## src/rtl/phase_pkg.sv

```systemverilog
// Shared constants, FSM encoding and increment clamp for the CORDIC phase source.
// Phase words are Q3.13 signed radians.
package phase_pkg;

  localparam int PHASE_W = 16;

  localparam logic [PHASE_W-1:0] PI_POS = 16'h6488;  // +pi  (25736)
  localparam logic [PHASE_W-1:0] PI_NEG = 16'h9B78;  // -pi  (-25736)
  localparam logic [PHASE_W-1:0] TWO_PI = 16'hC910;  // 2*pi (51472), read as unsigned

  typedef enum logic [1:0] {
    IDLE = 2'd0,
    RUN  = 2'd1,
    HOLD = 2'd2
  } state_t;

  // Clamp keeps inc <= pi, so a single subtraction of 2*pi always re-enters range.
  function automatic logic [PHASE_W-1:0] clamp_inc(input logic [PHASE_W-1:0] value);
    if (value > PI_POS) begin
      return PI_POS;
    end else begin
      return value;
    end
  endfunction

endpackage

```

## src/rtl/phase_wrap.sv

```systemverilog
// Widened phase add with single-step wrap back into [-pi, +pi].
module phase_wrap
  import phase_pkg::*;
(
  input  logic signed [PHASE_W-1:0] acc,
  input  logic        [PHASE_W-1:0] inc,
  output logic signed [PHASE_W-1:0] next,
  output logic                      wrapped
);

  logic signed [PHASE_W:0] sum;
  logic signed [PHASE_W:0] pi_pos_w;
  logic signed [PHASE_W:0] two_pi_w;
  logic signed [PHASE_W:0] folded;

  // PI_NEG + (s - PI_POS) is the same as s - 2*pi.
  always_comb begin
    pi_pos_w = {1'b0, PI_POS};
    two_pi_w = {1'b0, TWO_PI};
    sum      = {acc[PHASE_W-1], acc} + {1'b0, inc};
    folded   = sum - two_pi_w;
    if (sum > pi_pos_w) begin
      wrapped = 1'b1;
      next    = folded[PHASE_W-1:0];
    end else begin
      wrapped = 1'b0;
      next    = sum[PHASE_W-1:0];
    end
  end

endmodule

```

## src/rtl/phase_gen_axis.sv

```systemverilog
// AXI4-Stream phase source: accumulates a clamped increment, wraps within
// [-pi, +pi], honours back-pressure and run/stop, and strobes on each wrap.
module phase_gen_axis
  import phase_pkg::*;
#(
  parameter logic [PHASE_W-1:0] DEFAULT_INC = 16'd200
) (
  input  logic               clk,
  input  logic               rst,
  input  logic               enable,
  input  logic [PHASE_W-1:0] inc_in,
  input  logic               inc_load,
  output logic               m_axis_phase_tvalid,
  input  logic               m_axis_phase_tready,
  output logic [PHASE_W-1:0] m_axis_phase_tdata,
  output logic               wrap_pulse,
  output logic [31:0]        beat_count
);

  state_t             state;
  state_t             state_n;
  logic               tvalid_n;
  logic [PHASE_W-1:0] acc;
  logic [PHASE_W-1:0] inc;
  logic [PHASE_W-1:0] next;
  logic               wrapped;
  logic               xfer;

  assign xfer = m_axis_phase_tvalid && m_axis_phase_tready;

  phase_wrap u_wrap (
    .acc     (acc),
    .inc     (inc),
    .next    (next),
    .wrapped (wrapped)
  );

  // Next state and next tvalid; a presented beat is never withdrawn before acceptance.
  always_comb begin
    state_n  = state;
    tvalid_n = m_axis_phase_tvalid;
    case (state)
      IDLE: begin
        if (enable) begin
          state_n  = RUN;
          tvalid_n = 1'b1;
        end else begin
          tvalid_n = 1'b0;
        end
      end
      RUN: begin
        if (enable) begin
          tvalid_n = 1'b1;
        end else if (xfer || !m_axis_phase_tvalid) begin
          state_n  = IDLE;
          tvalid_n = 1'b0;
        end else begin
          state_n  = HOLD;
        end
      end
      HOLD: begin
        if (xfer && enable) begin
          state_n  = RUN;
          tvalid_n = 1'b1;
        end else if (xfer) begin
          state_n  = IDLE;
          tvalid_n = 1'b0;
        end else begin
          state_n  = HOLD;
        end
      end
      default: begin
        state_n  = IDLE;
        tvalid_n = 1'b0;
      end
    endcase
  end

  // State, accumulator and stream registers; tdata only moves on an accepted beat.
  always_ff @(posedge clk) begin
    if (rst) begin
      state               <= IDLE;
      acc                 <= 16'd0;
      inc                 <= DEFAULT_INC;
      m_axis_phase_tvalid <= 1'b0;
      m_axis_phase_tdata  <= 16'd0;
      wrap_pulse          <= 1'b0;
      beat_count          <= 32'd0;
    end else begin
      state               <= state_n;
      m_axis_phase_tvalid <= tvalid_n;
      wrap_pulse          <= xfer && wrapped;
      if (xfer) begin
        acc                <= next;
        m_axis_phase_tdata <= next;
        beat_count         <= beat_count + 32'd1;
      end else begin
        acc                <= acc;
        m_axis_phase_tdata <= m_axis_phase_tdata;
        beat_count         <= beat_count;
      end
      if (inc_load) begin
        inc <= clamp_inc(inc_in);
      end else begin
        inc <= inc;
      end
    end
  end

endmodule
```

## config.mk

```make
export PLATFORM = sky130hd
export DESIGN_NAME = phase_gen_axis
export DESIGN_NICKNAME = d
export VERILOG_FILES = /design/src/rtl/phase_pkg.sv /design/src/rtl/phase_wrap.sv /design/src/rtl/phase_gen_axis.sv
export SDC_FILE = /design/constraint.sdc
export NUM_CORES = 1
export LEC_CHECK = 0
export ABC_AREA = 1
export BUFFER_PORTS_ARGS = -buffer_cell sky130_fd_sc_hd__buf_2
export CAP_MARGIN = 25
export CELL_PAD_IN_SITES_DETAIL_PLACEMENT = 1
export CELL_PAD_IN_SITES_GLOBAL_PLACEMENT = 1
export CORE_MARGIN = 8
export CORE_UTILIZATION = 36
export CTS_BUF_LIST = sky130_fd_sc_hd__clkbuf_16
export CTS_CLUSTER_DIAMETER = 40
export DETAILED_ROUTE_END_ITERATION = 8
export GPL_ROUTABILITY_DRIVEN = 0
export PLACE_DENSITY = 0.87
export SLEW_MARGIN = 10
export SYNTH_ARGS = -nofsm -noshare
export SYNTH_HDL_FRONTEND = slang
export SYNTH_HIERARCHICAL = 1
export SYNTH_SLANG_ARGS = --single-unit
```

## constraint.sdc

```tcl
create_clock -name clk -period 2.73 [get_ports clk]
set_clock_uncertainty 0.15 [all_clocks]
set_input_delay 0.1365 -clock clk [delete_from_list [all_inputs] [get_ports clk]]
set_output_delay 0.1365 -clock clk [all_outputs]
set_load 0.03 [all_outputs]
```

Yosys cells after proc, flatten, opt, wreduce, memory -nomap -nowiden

Index checks and enable logic that the tools add are counted.

Muxes and demuxes: 15
Order comparisons: 2
Reductions and logical operators: 8
Add/subtract/negate cells: 3
Eq/ne operators: 6

Operators with widths:

| kind                                                                    | number |
|---|---|
| 32-bit by 1-bit adder with 32-bit output (second input constant)        | 1 |
| 16-bit two-way mux                                                      | 2 |
| 17-bit by 16-bit adder with 17-bit output                               | 1 |
| 17-bit by 16-bit > comparator with 1-bit output (second input constant) | 1 |
| 16-bit by 15-bit > comparator with 1-bit output (second input constant) | 1 |
| 16-bit by 15-bit subtractor with 16-bit output (second input constant)  | 1 |
| 2-bit two-way mux                                                       | 5 |
| 1-bit two-way mux                                                       | 6 |
| 3-bit != test (second input constant)                                   | 2 |
| 2-bit one-hot mux with 3 select lines                                   | 1 |
| 2-bit != test (second input constant)                                   | 2 |
| 2-bit AND reduction                                                     | 2 |
| 1-bit logical AND                                                       | 3 |
| 1-bit one-hot mux with 3 select lines                                   | 1 |
| 2-bit by 1-bit == test with 1-bit output (second input constant)        | 1 |
| 2-bit == test (second input constant)                                   | 1 |
| 2-bit zero test                                                         | 1 |
| 1-bit zero test                                                         | 1 |
| 1-bit logical OR                                                        | 1 |

Register bits after elaboration: 68
Logic and storage cells: 40
Output and inout port bits: 50
Input bits: 21

Depth between registers and ports, before layout

Gate-level depths: netlist of the first run.

Word-level depth: 5
Gate-level depth with buffers: 25
Mapped depth without buffers: 23

By module

Netlist of the first run, hierarchy kept.

Modules (own cells, without submodules):

| module         | instances | cells each | area an instance (um^2) | seq. area each (um^2) |
|---|---|---|---|---|
| phase_gen_axis | 1         | 437        | 3041.7                  | 1361.3 |
| phase_wrap     | 1         | 355        | 1762.9                  | 0.0 |

Least setup slack after synthesis of the first run

No wires, ideal clock.

Path type: register to register
From: register acc[2]
To: register acc[4]
Required time: 2.464 ns
Setup slack: -0.194 ns
Buffers on the path: 2
Clock period less this slack: 2.924 ns
Arrival: 2.658 ns
Stages on the path, launching flop included: 25
Cells stage by stage: dfxtp_1 ha_1 buf_4 inv_1 nand2_1 nand3_1 nand2_1 nand2_1 nand2_1 inv_1 ha_1 nand2_1 nor3_1 nand2_1 nor2_1 nand2_1 nor2_1 nand3_1 nand2_2 a21oi_2 buf_6 nand2_1 nand2_1 o21ai_0 nor2_1

Longest elaborated chain between the ends: 3
Elaborated cells between the ends (all ways): 4
Those cells by class: add/sub: 2; order compare: 1; mux: 1

RTL lines:

| what                                                                                                              | RTL line                           | source |
|---|---|---|
| start: declaration                                                                                                | phase_gen_axis.sv:23               | `logic [PHASE_W-1:0] acc;` |
| start signal: assignment                                                                                          | phase_gen_axis.sv:94               | `acc <= next;` |
| 17-bit by 16-bit adder with 17-bit output *                                                                       | phase_wrap.sv:20                   | `sum = {acc[PHASE_W-1], acc} + {1'b0, inc};` |
| 16-bit by 15-bit subtractor with 16-bit output or 17-bit by 16-bit > comparator with 1-bit output (tied branches) | phase_wrap.sv:21, phase_wrap.sv:22 |  |
| 16-bit two-way mux *                                                                                              | phase_wrap.sv:22                   | `if (sum > pi_pos_w) begin` |
| net next[4]                                                                                                       | phase_gen_axis.sv:25               | `logic [PHASE_W-1:0] next;` |

Mark *: on every way through the listed nets, which the timed path passes. The rest lies on a longest branch.
A chain may end at the register's enable or synchronous reset.

Worst setup path in the final report of the first run

From: register inc[0]
To: register acc[6]

Longest elaborated chain between the ends: 3
Elaborated cells between the ends (all ways): 4
Those cells by class: add/sub: 2; order compare: 1; mux: 1

RTL lines:

| what                                                                                                              | RTL line                           | source |
|---|---|---|
| start: declaration                                                                                                | phase_gen_axis.sv:24               | `logic [PHASE_W-1:0] inc;` |
| start signal: assignment                                                                                          | phase_gen_axis.sv:103              | `inc <= clamp_inc(inc_in);` |
| start signal: assignment                                                                                          | phase_gen_axis.sv:105              | `inc <= inc;` |
| 17-bit by 16-bit adder with 17-bit output *                                                                       | phase_wrap.sv:20                   |  |
| 16-bit by 15-bit subtractor with 16-bit output or 17-bit by 16-bit > comparator with 1-bit output (tied branches) | phase_wrap.sv:21, phase_wrap.sv:22 |  |
| 16-bit two-way mux *                                                                                              | phase_wrap.sv:22                   |  |
| net next[6]                                                                                                       | phase_gen_axis.sv:25               |  |

Marked as above.

==> flow_summary_export.csv, run 1 <==
group,metric,value,unit
clocking,htreeDepth,3,
final_layout,fill_cells,1771,
timing,period_share,1.198,
timing,relSlewSlack,0.6542,
routing,drt_wl_total,22290,µm
floorplanning,die_area,17300,µm²
synthesis,ys_top_cells_by_area,"dfxtp_1 (28%), nand2_1 (19%), nor2_1 (8.8%), inv_1 (7.6%), nand3_1 (5.4%)",
final_layout,fin_util,0.5041,
clocking,clk_path_buf_depth,2,
floorplanning,die_y,131.5,µm
hold_path,min_path_type,"input port to flop",
timing,hold_violations,0,
clocking,clock_latency,0.35,ns
place,dpl_cell_area,5797,µm²
final_layout,final_nets,982,
global_route,grt_pass1_wl,32560,µm
worst_setup_path,cp-start-kind,"flop",
routing,wl_per_cell,19.87,µm
floorplanning,start_util,0.3657,
timing,holdWs,0.02852,ns
synthesis,syn_area,4805,µm²
final_layout,synthToLayoutAreaGrowth,37.84,%
worst_setup_path,path_class,"flop to flop",
worst_setup_path,end_kind,"flop",
synthesis,yosys_warnings,6,
routing,via_per_inst,5.477,
flow_run,cap_viol_max_count,0,
routing,drtIter0Drc,389,
global_route,grtUsageTotal,0.2286,
worst_setup_path,crit_fanout,5,
clocking,path_clk_slew,0.06,ns
routing,drt_pass1_iterations,5,
clocking,numCtsBuffers,9,
final_layout,layout_common_cells,"nand2_1 (218), nor2_1 (106), inv_1 (93)",
power_and_ir_drop,powerDensity,502.5,nW/µm²
floorplanning,die_x,131.5,µm
floorplanning,io_pins,71,
place,port_buffers,70,
synthesis,synth_top_area_cell,"dfxtp_1",
floorplanning,num_rows,42,
timing,worstMarginPinSlew,0.5155,ns
status,outcome,"finished with violations",
timing,finalSetupViolCount,13,
synthesis,async_reset_ff_frac,0,
power_and_ir_drop,ir_drop,365.5,µV
routing,vias,6145,
final_layout,final_common_cell,"nand2_1",
final_layout,num_antenna_cells,0,
status,violations,"setup timing",
place,dp_cells,1085,
timing,max_freq,305.7,MHz
final_layout,layoutNonFillerInstCount,1122,
final_layout,drive_gt1_frac,0.2801,
synthesis,avgSynthCellArea,6.066,µm²
timing,fin_ws,-0.5407,ns
synthesis,syn_nets,833,
synthesis,synth_cells,792,
synthesis,yosysSeqAreaShare,0.2833,
worst_setup_path,cp.required,2.83,ns
global_route,antenna_found_initial,0,
synthesis,synthDistinctLibCells,39,
routing,ant_nets,0,
synthesis,synth_ff_type,"dfxtp_1",
synthesis,synth-seq-cells,68,
clocking,cts_root_buf,"clkbuf_16",
timing,period_needed,3.271,ns
timing,rsz0062_at_grt,"yes",
global_route,grt_pass1_vias,6268,
final_layout,stdcell_area,6623,µm²
timing,drv_slew,0,
place,post-dp-hpwl,13690,µm
clocking,cts_sinks,68,
synthesis,synth_edf_count,0,
global_route,grt_max_degree,31,
routing,drc,0,
power_and_ir_drop,p_leak,0.003263,µW
synthesis,synth_top_area_share,0.2833,
worst_setup_path,worst_ep_arrival_time,3.37,ns
clocking,cts_tree,"done",
global_route,grt-ovfl-total,0,
floorplanning,core_area,13140,µm²
place,place_ws,-0.1861,ns
registers in the layout (all words and copies together), names as in the netlist:
| name | flops |
|---|---|
| beat_count | 32 |
| acc | 16 |
| inc | 16 |
| state | 2 |
| wrap_pulse | 1 |
| m_axis_phase_tvalid | 1 |
through the flow:
stage / TNS [ns] / power [µW]
3_5_place_dp: -1.670 / 1767
5_1_grt: -6.178 / 3442
2_1_floorplan: 0 / 1507
4_1_cts: -0.5557 / 3163
6_report: -5.109 / 3328
3_3_place_gp: -0.1792 / 1743
layer usage:
metal,routed length (µm),global-route usage
met5,0,0
met4,1124,0.1149
met3,1321,0.04611
met2,10650,0.3893
met1,9195,0.2678
area by class of cell:
class                      instances  area, µm²  share of cell area
inverter                         103      386.6             0.05838
clock buffer                       9      225.2             0.03401
timing repair buffer             153       1021              0.1542
clock inverter                     7      106.4             0.01606
sequential                        68       1375              0.2076
tap                              176      220.2             0.03325
multi-input combinational        606       3288              0.4965
power breakdown:
part           leakage (µW)  switching, µW  total [µW]  internal, µW
combinational       0.00254            566         910           344
clock              0.000163            539        1360           817
sequential         0.000557           39.7        1060          1020
total               0.00326           1140        3330          2180
final timing paths:
kind / start / to / slack (ns) / depth (start not counted)
max: inc[0] / acc[6] / -0.54 / 18
min: inc_in[5] / inc[5] / 0.03 / 5
min reg2reg: beat_count[18] / beat_count[18] / 0.33 / 2
max reg2reg: inc[0] / acc[6] / -0.54 / 18
critical path, cell delays in order (launching register included):
cell and delay (ns):
dfxtp_2 0.34, ha_4 0.16, fa_2 0.39, nand2_1 0.19
nand2_1 0.16, nand3_2 0.12, nand2_1 0.08, nand2_1 0.11
nand2_2 0.13, nor2_2 0.14, nand3_2 0.10, nand2_2 0.11
nand3_4 0.11, a21oi_4 0.26, buf_6 0.16, nand2_2 0.05
nand2_1 0.07, o21ai_1 0.09, nor2_1 0.21
kinds of logic after synthesis:
group / count (synthesis) / share of synthesized area
simple gates: 477 / 0.4388
buf+inv: 119 / 0.09713
compound gates: 93 / 0.09974
flops: 68 / 0.2833
fa+ha+maj: 20 / 0.05365
xor+xnor: 15 / 0.02734
Yosys cell counts, types with 2 or more instances:
cell      count
a21oi_2       2
clkbuf_1     11
nor3_1       10
nand3b_1      4
ha_1         19
and3_1        2
nand2_4       2
inv_1        97
nand2_2      13
inv_2         4
or2_1         2
o21ai_1       3
buf_6         2
nor2_4        4
and2_1        2
nor2_1      112
nand2_1     243
nor2_2        9
o21ai_0      37
xor2_1       14
nand3_2       6
dfxtp_1      68
nand4_1      11
nand3_1      52
a21oi_1      48
clkinv_1      2
what timing repair did:
item	4_1_cts	5_1_grt
hold buffers	12	1
setup endpoints to repair	13	13
pin swaps	20	17
endpoints found under the hold margin	13	1
cloned	2	0
setup buffers	2	4
resized for setup	39	40
No activity file was read; power rests on OpenSTA's default activity.
==> run 2: changes to the inputs <==
==> constraint.sdc (replaced) <==
create_clock -name clk -period 2.73 [get_ports clk]
set_clock_uncertainty 0.15 [all_clocks]
set_input_delay 0.1365 -clock clk [delete_from_list [all_inputs] [get_ports clk]]
set_output_delay 0.1365 -clock clk [all_outputs]
set_load 0.1 [all_outputs]
==> flow_summary_export.csv, run 2 (synthesis gave the netlist of run 1 again) <==
group,metric,value,unit
status,outcome,"finished with violations",
status,violations,"setup timing",
final_layout,synthToLayoutAreaGrowth,33.85,%
global_route,grt-ovfl-total,0,
worst_setup_path,cp-start-kind,"flop",
routing,wl_per_cell,16.52,µm
timing,worstMarginPinSlew,0.4983,ns
clocking,clk_path_buf_depth,2,
clocking,cts_tree,"done",
global_route,grtUsageTotal,0.2087,
floorplanning,io_pins,71,
clocking,clock_latency,0.35,ns
floorplanning,die_x,131.5,µm
timing,drv_slew,0,
timing,setup_tns,-2.463,ns
floorplanning,core_area,13140,µm²
hold_path,worstHoldStart,"inc_in[2]",
clocking,numCtsBuffers,9,
global_route,grt_max_degree,31,
timing,rsz0062_at_grt,"yes",
worst_setup_path,cp.required,2.81,ns
hold_path,min_path_type,"input port to flop",
timing,hold_violations,0,
routing,ant_nets,0,
routing,drc,0,
worst_setup_path,end_kind,"flop",
clocking,cts_root_buf,"clkbuf_16",
global_route,grt_pass1_vias,6138,
timing,period_share,1.083,
worst_setup_path,path_class,"flop to flop",
final_layout,final_common_cell,"nand2_1",
power_and_ir_drop,p_leak,0.003154,µW
place,dp_cells,1067,
final_layout,largest_reg_flops,32,
power_and_ir_drop,ir_drop,316.8,µV
timing,period_needed,2.958,ns
final_layout,reg_top3,"beat_count (32), acc (16), inc (16)",
final_layout,num_antenna_cells,0,
flow_run,cap_viol_max_count,0,
timing,relSlewSlack,0.6701,
routing,vias,5609,
floorplanning,die_y,131.5,µm
place,dpl_cell_area,5746,µm²
final_layout,layoutNonFillerInstCount,1103,
clocking,cts_sinks,68,
timing,max_freq,338.1,MHz
routing,drtIter0Drc,234,
clocking,path_clk_slew,0.06,ns
floorplanning,start_util,0.3657,
worst_setup_path,crit_fanout,5,
floorplanning,die_area,17300,µm²
final_layout,layout_common_cells,"nand2_1 (210), nor2_1 (110), inv_1 (92)",
place,place_ws,-0.1857,ns
worst_setup_path,rr_worst_depth,20,
worst_setup_path,worstSetupStartpoint,"acc[0]",
routing,via_per_inst,5.085,
place,port_buffers,70,
final_layout,stdcell_area,6431,µm²
final_layout,fin_util,0.4895,
timing,fin_ws,-0.2275,ns
timing,finalSetupViolCount,13,
place,post-dp-hpwl,13050,µm
routing,drt_pass1_iterations,4,
floorplanning,num_rows,42,
worst_setup_path,worst_ep_arrival_time,3.04,ns
final_layout,top_register,"beat_count",
final_layout,final_nets,963,
final_layout,drive_gt1_frac,0.2805,
worst_setup_path,timing.rr.start,"acc[0]",
power_and_ir_drop,powerDensity,491.8,nW/µm²
routing,drt_wl_total,18230,µm
global_route,grt_pass1_wl,29600,µm
hold_path,hold_path_depth,5,
global_route,antenna_found_initial,0,
clocking,htreeDepth,3,
-- run 2: cell count changes in the layout (fill, tap and decap cells not counted), sizes merged --
cell | before | now
clkinv | 4 | 7
bufinv | 2 | 1
buf | 140 | 121
inv | 104 | 102
-- run 2: layout make-up --
class                           instances  area, µm²
Clock inverter                          7      66.31
Tap cell                              176      220.2
Inverter                              103      386.6
Multi-Input combinational cell        606       3257
Clock buffer                            9      225.2
Sequential cell                        68       1398
Fill cell                            1804       6706
Timing Repair Buffer                  134      878.3
-- run 2: worst paths after layout --
path	slack [ns]	endpoint
worst max register to register	-0.23	acc[14]
worst min register to register	0.31	beat_count[6]
worst min-delay path	0.002	inc[2]
worst max-delay path	-0.23	acc[14]
-- run 2: critical path: stages, from the launching register on --
cell and delay (ns):
dfxtp_4 0.35, ha_4 0.16, fa_2 0.36, nand3_2 0.11, nand3b_1 0.12, nand2_2 0.12
ha_4 0.13, nand2_2 0.04, nor3_2 0.15, nand2_1 0.07, nor2_1 0.10, nand2_1 0.06
nor2_1 0.14, nand3_1 0.12, nand2_2 0.13, a21oi_4 0.06, buf_6 0.14, nand2_1 0.06
nand2_1 0.05, o21ai_1 0.13, nor2_1 0.06
-- run 2: repair_timing --
action | CTS | global route
setup buffers | 3 | 2
pin swaps | 24 | 13
endpoints found under the setup margin | 12 | 13
cloned | 2 | 0
hold endpoints to repair | 14 | 0
resized for setup | 48 | 18
hold buffers | 13 | 0
-- run 2: power by group --
group / internal (µW) / leakage, µW / switching, µW / total [µW]
logic: 325 / 0.00245 / 595 / 919
clock network: 704 / 0.000147 / 483 / 1190
registers: 1020 / 0.000562 / 34.9 / 1060
-- run 2: metrics by stage --
step | total power (µW) | hold WS, ns
2_1_floorplan | 1600 | 0.1210
5_1_grt | 3302 | 0.03553
3_3_place_gp | 1823 | 0.2500
4_1_cts | 3135 | 0.0007271
3_5_place_dp | 1849 | 0.2550
6_report | 3163 | 0.001973
-- run 2: per-layer routing --
metal | share of wire | wire [µm] | up-vias | global-route usage
met5 | 0 | 0 | - | 0
met4 | 0.039 | 708 | 0 | 0.1161
met3 | 0.032 | 578 | 47 | 0.03087
met2 | 0.52 | 9393 | 118 | 0.3827
met1 | 0.41 | 7546 | 2677 | 0.2252
li1 | - | - | 2767 | -
==> run 3: changes to the inputs <==
--- a/config.mk
+++ b/config.mk
@@ -11,12 +11,12 @@
 export CELL_PAD_IN_SITES_DETAIL_PLACEMENT = 1
 export CELL_PAD_IN_SITES_GLOBAL_PLACEMENT = 1
 export CORE_MARGIN = 8
-export CORE_UTILIZATION = 36
+export CORE_UTILIZATION = 30
 export CTS_BUF_LIST = sky130_fd_sc_hd__clkbuf_16
 export CTS_CLUSTER_DIAMETER = 40
 export DETAILED_ROUTE_END_ITERATION = 8
 export GPL_ROUTABILITY_DRIVEN = 0
-export PLACE_DENSITY = 0.87
+export PLACE_DENSITY = 0.76
 export SLEW_MARGIN = 10
 export SYNTH_ARGS = -nofsm -noshare
 export SYNTH_HDL_FRONTEND = slang
==> flow_summary_export.csv, run 3 (synthesis gave the netlist of run 1 again) <==
group,metric,value,unit
worst_setup_path,worst_ep_arrival_time,2.96,ns
final_layout,final_nets,970,
worst_setup_path,timing.rr.start,"acc[0]",
timing,fin_ws,-0.1503,ns
global_route,grt_pass1_wl,28180,µm
final_layout,layout_common_cells,"nand2_1 (221), nor2_1 (109), inv_1 (94)",
routing,drt_wl_total,17430,µm
status,violations,"setup timing",
final_layout,reg_top3,"beat_count (32), acc (16), inc (16)",
global_route,antenna_found_initial,0,
worst_setup_path,crit_fanout,6,
routing,vias,5484,
power_and_ir_drop,internal_power,2053,µW
floorplanning,die_y,142.6,µm
floorplanning,start_util,0.3047,
timing,hold_violations,0,
power_and_ir_drop,p_seq_frac,0.333,
power_and_ir_drop,ir_drop,336.4,µV
final_layout,fill_cells,2138,
power_and_ir_drop,p_leak,0.003196,µW
hold_path,min_to,"inc[9]",
timing,worstMarginPinSlew,0.5470,ns
floorplanning,core_area,15770,µm²
routing,via_per_inst,4.769,
final_layout,layoutNonFillerInstCount,1150,
routing,wl_per_cell,15.16,µm
worst_setup_path,worstSetupStartpoint,"acc[0]",
timing,period_share,1.055,
timing,drv_slew,0,
final_layout,multi_input_area,3206,µm²
worst_setup_path,rr_endpoint,"acc[7]",
timing,finalSetupViolCount,12,
floorplanning,num_rows,46,
final_layout,stdcell_area,6494,µm²
global_route,grt_pass1_vias,5769,
hold_path,worstHoldStart,"inc_in[9]",
timing,relSlewSlack,0.6331,
floorplanning,io_pins,71,
routing,ant_nets,0,
power_and_ir_drop,sw_frac_of_total,0.3496,
status,outcome,"finished with violations",
hold_path,min_path_type,"input port to flop",
place,port_buffers,70,
clocking,cts_sinks,68,
worst_setup_path,end_kind,"flop",
flow_run,cap_viol_max_count,0,
final_layout,largest_reg_flops,32,
final_layout,num_antenna_cells,0,
global_route,grt-ovfl-total,0,
routing,drtIter0Drc,154,
routing,drt_pass1_iterations,4,
worst_setup_path,r2r_setup_slack,-0.15,ns
place,place_ws,-0.1901,ns
final_layout,top_register,"beat_count",
clocking,clock_latency,0.35,ns
hold_path,hold_path_depth,5,
power_and_ir_drop,powerDensity,486.0,nW/µm²
worst_setup_path,cp.required,2.81,ns
timing,max_freq,347.2,MHz
clocking,numCtsBuffers,9,
worst_setup_path,cp-start-kind,"flop",
clocking,path_clk_slew,0.07,ns
clocking,cts_tree,"done",
global_route,grtUsageTotal,0.1751,
floorplanning,die_area,20320,µm²
worst_setup_path,path_class,"flop to flop",
routing,drc,0,
final_layout,ff_latch_area,1395,µm²
worst_setup_path,rr_worst_depth,20,
place,dp_cells,1116,
global_route,grt_max_degree,31,
clocking,cts_root_buf,"clkbuf_16",
floorplanning,die_x,142.6,µm
final_layout,drive_gt1_frac,0.2645,
clocking,htreeDepth,3,
timing,period_needed,2.880,ns
final_layout,final_common_cell,"nand2_1",
power_and_ir_drop,p_clk_frac,0.383,
clocking,clk_path_buf_depth,2,
timing,rsz0062_at_grt,"yes",
final_layout,synthToLayoutAreaGrowth,35.16,%
place,dpl_cell_area,5876,µm²
place,post-dp-hpwl,13230,µm
power_and_ir_drop,p_switching,1103,µW
power_and_ir_drop,combPwrFrac,0.284,
run 3: changes by cell type in the layout (fill, tap and decap cells not counted), sizes merged:
cell / change
buf: +6
clkbuf: +1
clkinv: -3
inv: +3
run 3: worst max-delay path by stage:
stage / to / cells after the start / slack (ns)
final: acc[7] / 20 / -0.15
after global routing: acc[9] / 23 / -0.34
after CTS: acc[9] / 20 / -0.09
after detailed placement: acc[5] / 19 / -0.19
after global placement: acc[5] / 19 / -0.06
after floorplan: acc[14] / 25 / -0.05
run 3: power by group through the flow:
| stage | registers (µW) | logic [µW] | clock network, µW |
|---|---|---|---|
| floorplan | 1180 | 422 | 0 |
| global placement | 1070 | 771 | 0 |
| detailed placement | 1070 | 788 | 0 |
| CTS | 1050 | 826 | 1240 |
| global route | 1050 | 978 | 1270 |
| finish | 1050 | 895 | 1210 |
run 3: worst max-delay path: stages (launching register included):
cell and delay, ns:
dfxtp_4 0.35, ha_4 0.16, fa_2 0.36, nand3_2 0.09
nand3b_1 0.09, nand2_2 0.11, ha_4 0.14, nand2_2 0.05
nor3_2 0.19, nand2_1 0.07, nor2_1 0.11, nand2_1 0.06
nor2_1 0.09, nand3_1 0.10, nand2_2 0.14, a21oi_4 0.06
clkbuf_16 0.17, nand2_4 0.05, nand2_2 0.04, o21ai_1 0.11
nor2_1 0.06
run 3: routing by layer:
layer,track usage,wire [µm],up-vias,share of wire
li1,-,-,2769,-
met1,0.1928,7496,2605,0.43
met2,0.3234,8882,85,0.51
met3,0.03757,639,25,0.037
met4,0.06152,412,0,0.024
met5,0,0,-,0
run 3: what timing repair did:
item | in CTS | in global routing
pin swaps | 9 | 25
setup buffers | 2 | 1
setup endpoints to repair | 12 | 13
resized for setup | 8 | 33
hold endpoints to repair | 14 | 0
hold buffers | 13 | 0
cloned | 1 | 1
run 3: metrics by stage:
| stage | setup TNS, ns | total power [µW] | hold slack, ns | util |
|---|---|---|---|---|
| finish | -1.480 | 3156 | 0.003957 | 0.4118 |
| global route | -4.128 | 3299 | 0.03366 | 0.4118 |
| CTS | -0.7386 | 3119 | 0.0007393 | 0.4025 |
| detailed placement | -1.426 | 1861 | 0.2556 | 0.3726 |
| global placement | -0.06020 | 1843 | 0.2455 | 0.3726 |
| floorplan | -0.4162 | 1600 | 0.1210 | - |
run 3: final cells by class:
class                           instances  area share
Clock buffer                            9     0.03468
Clock inverter                          7     0.01002
Inverter                              103     0.05954
Multi-Input combinational cell        606      0.4936
Sequential cell                        68      0.2148
Tap cell                              216     0.04162
Timing Repair Buffer                  141      0.1457
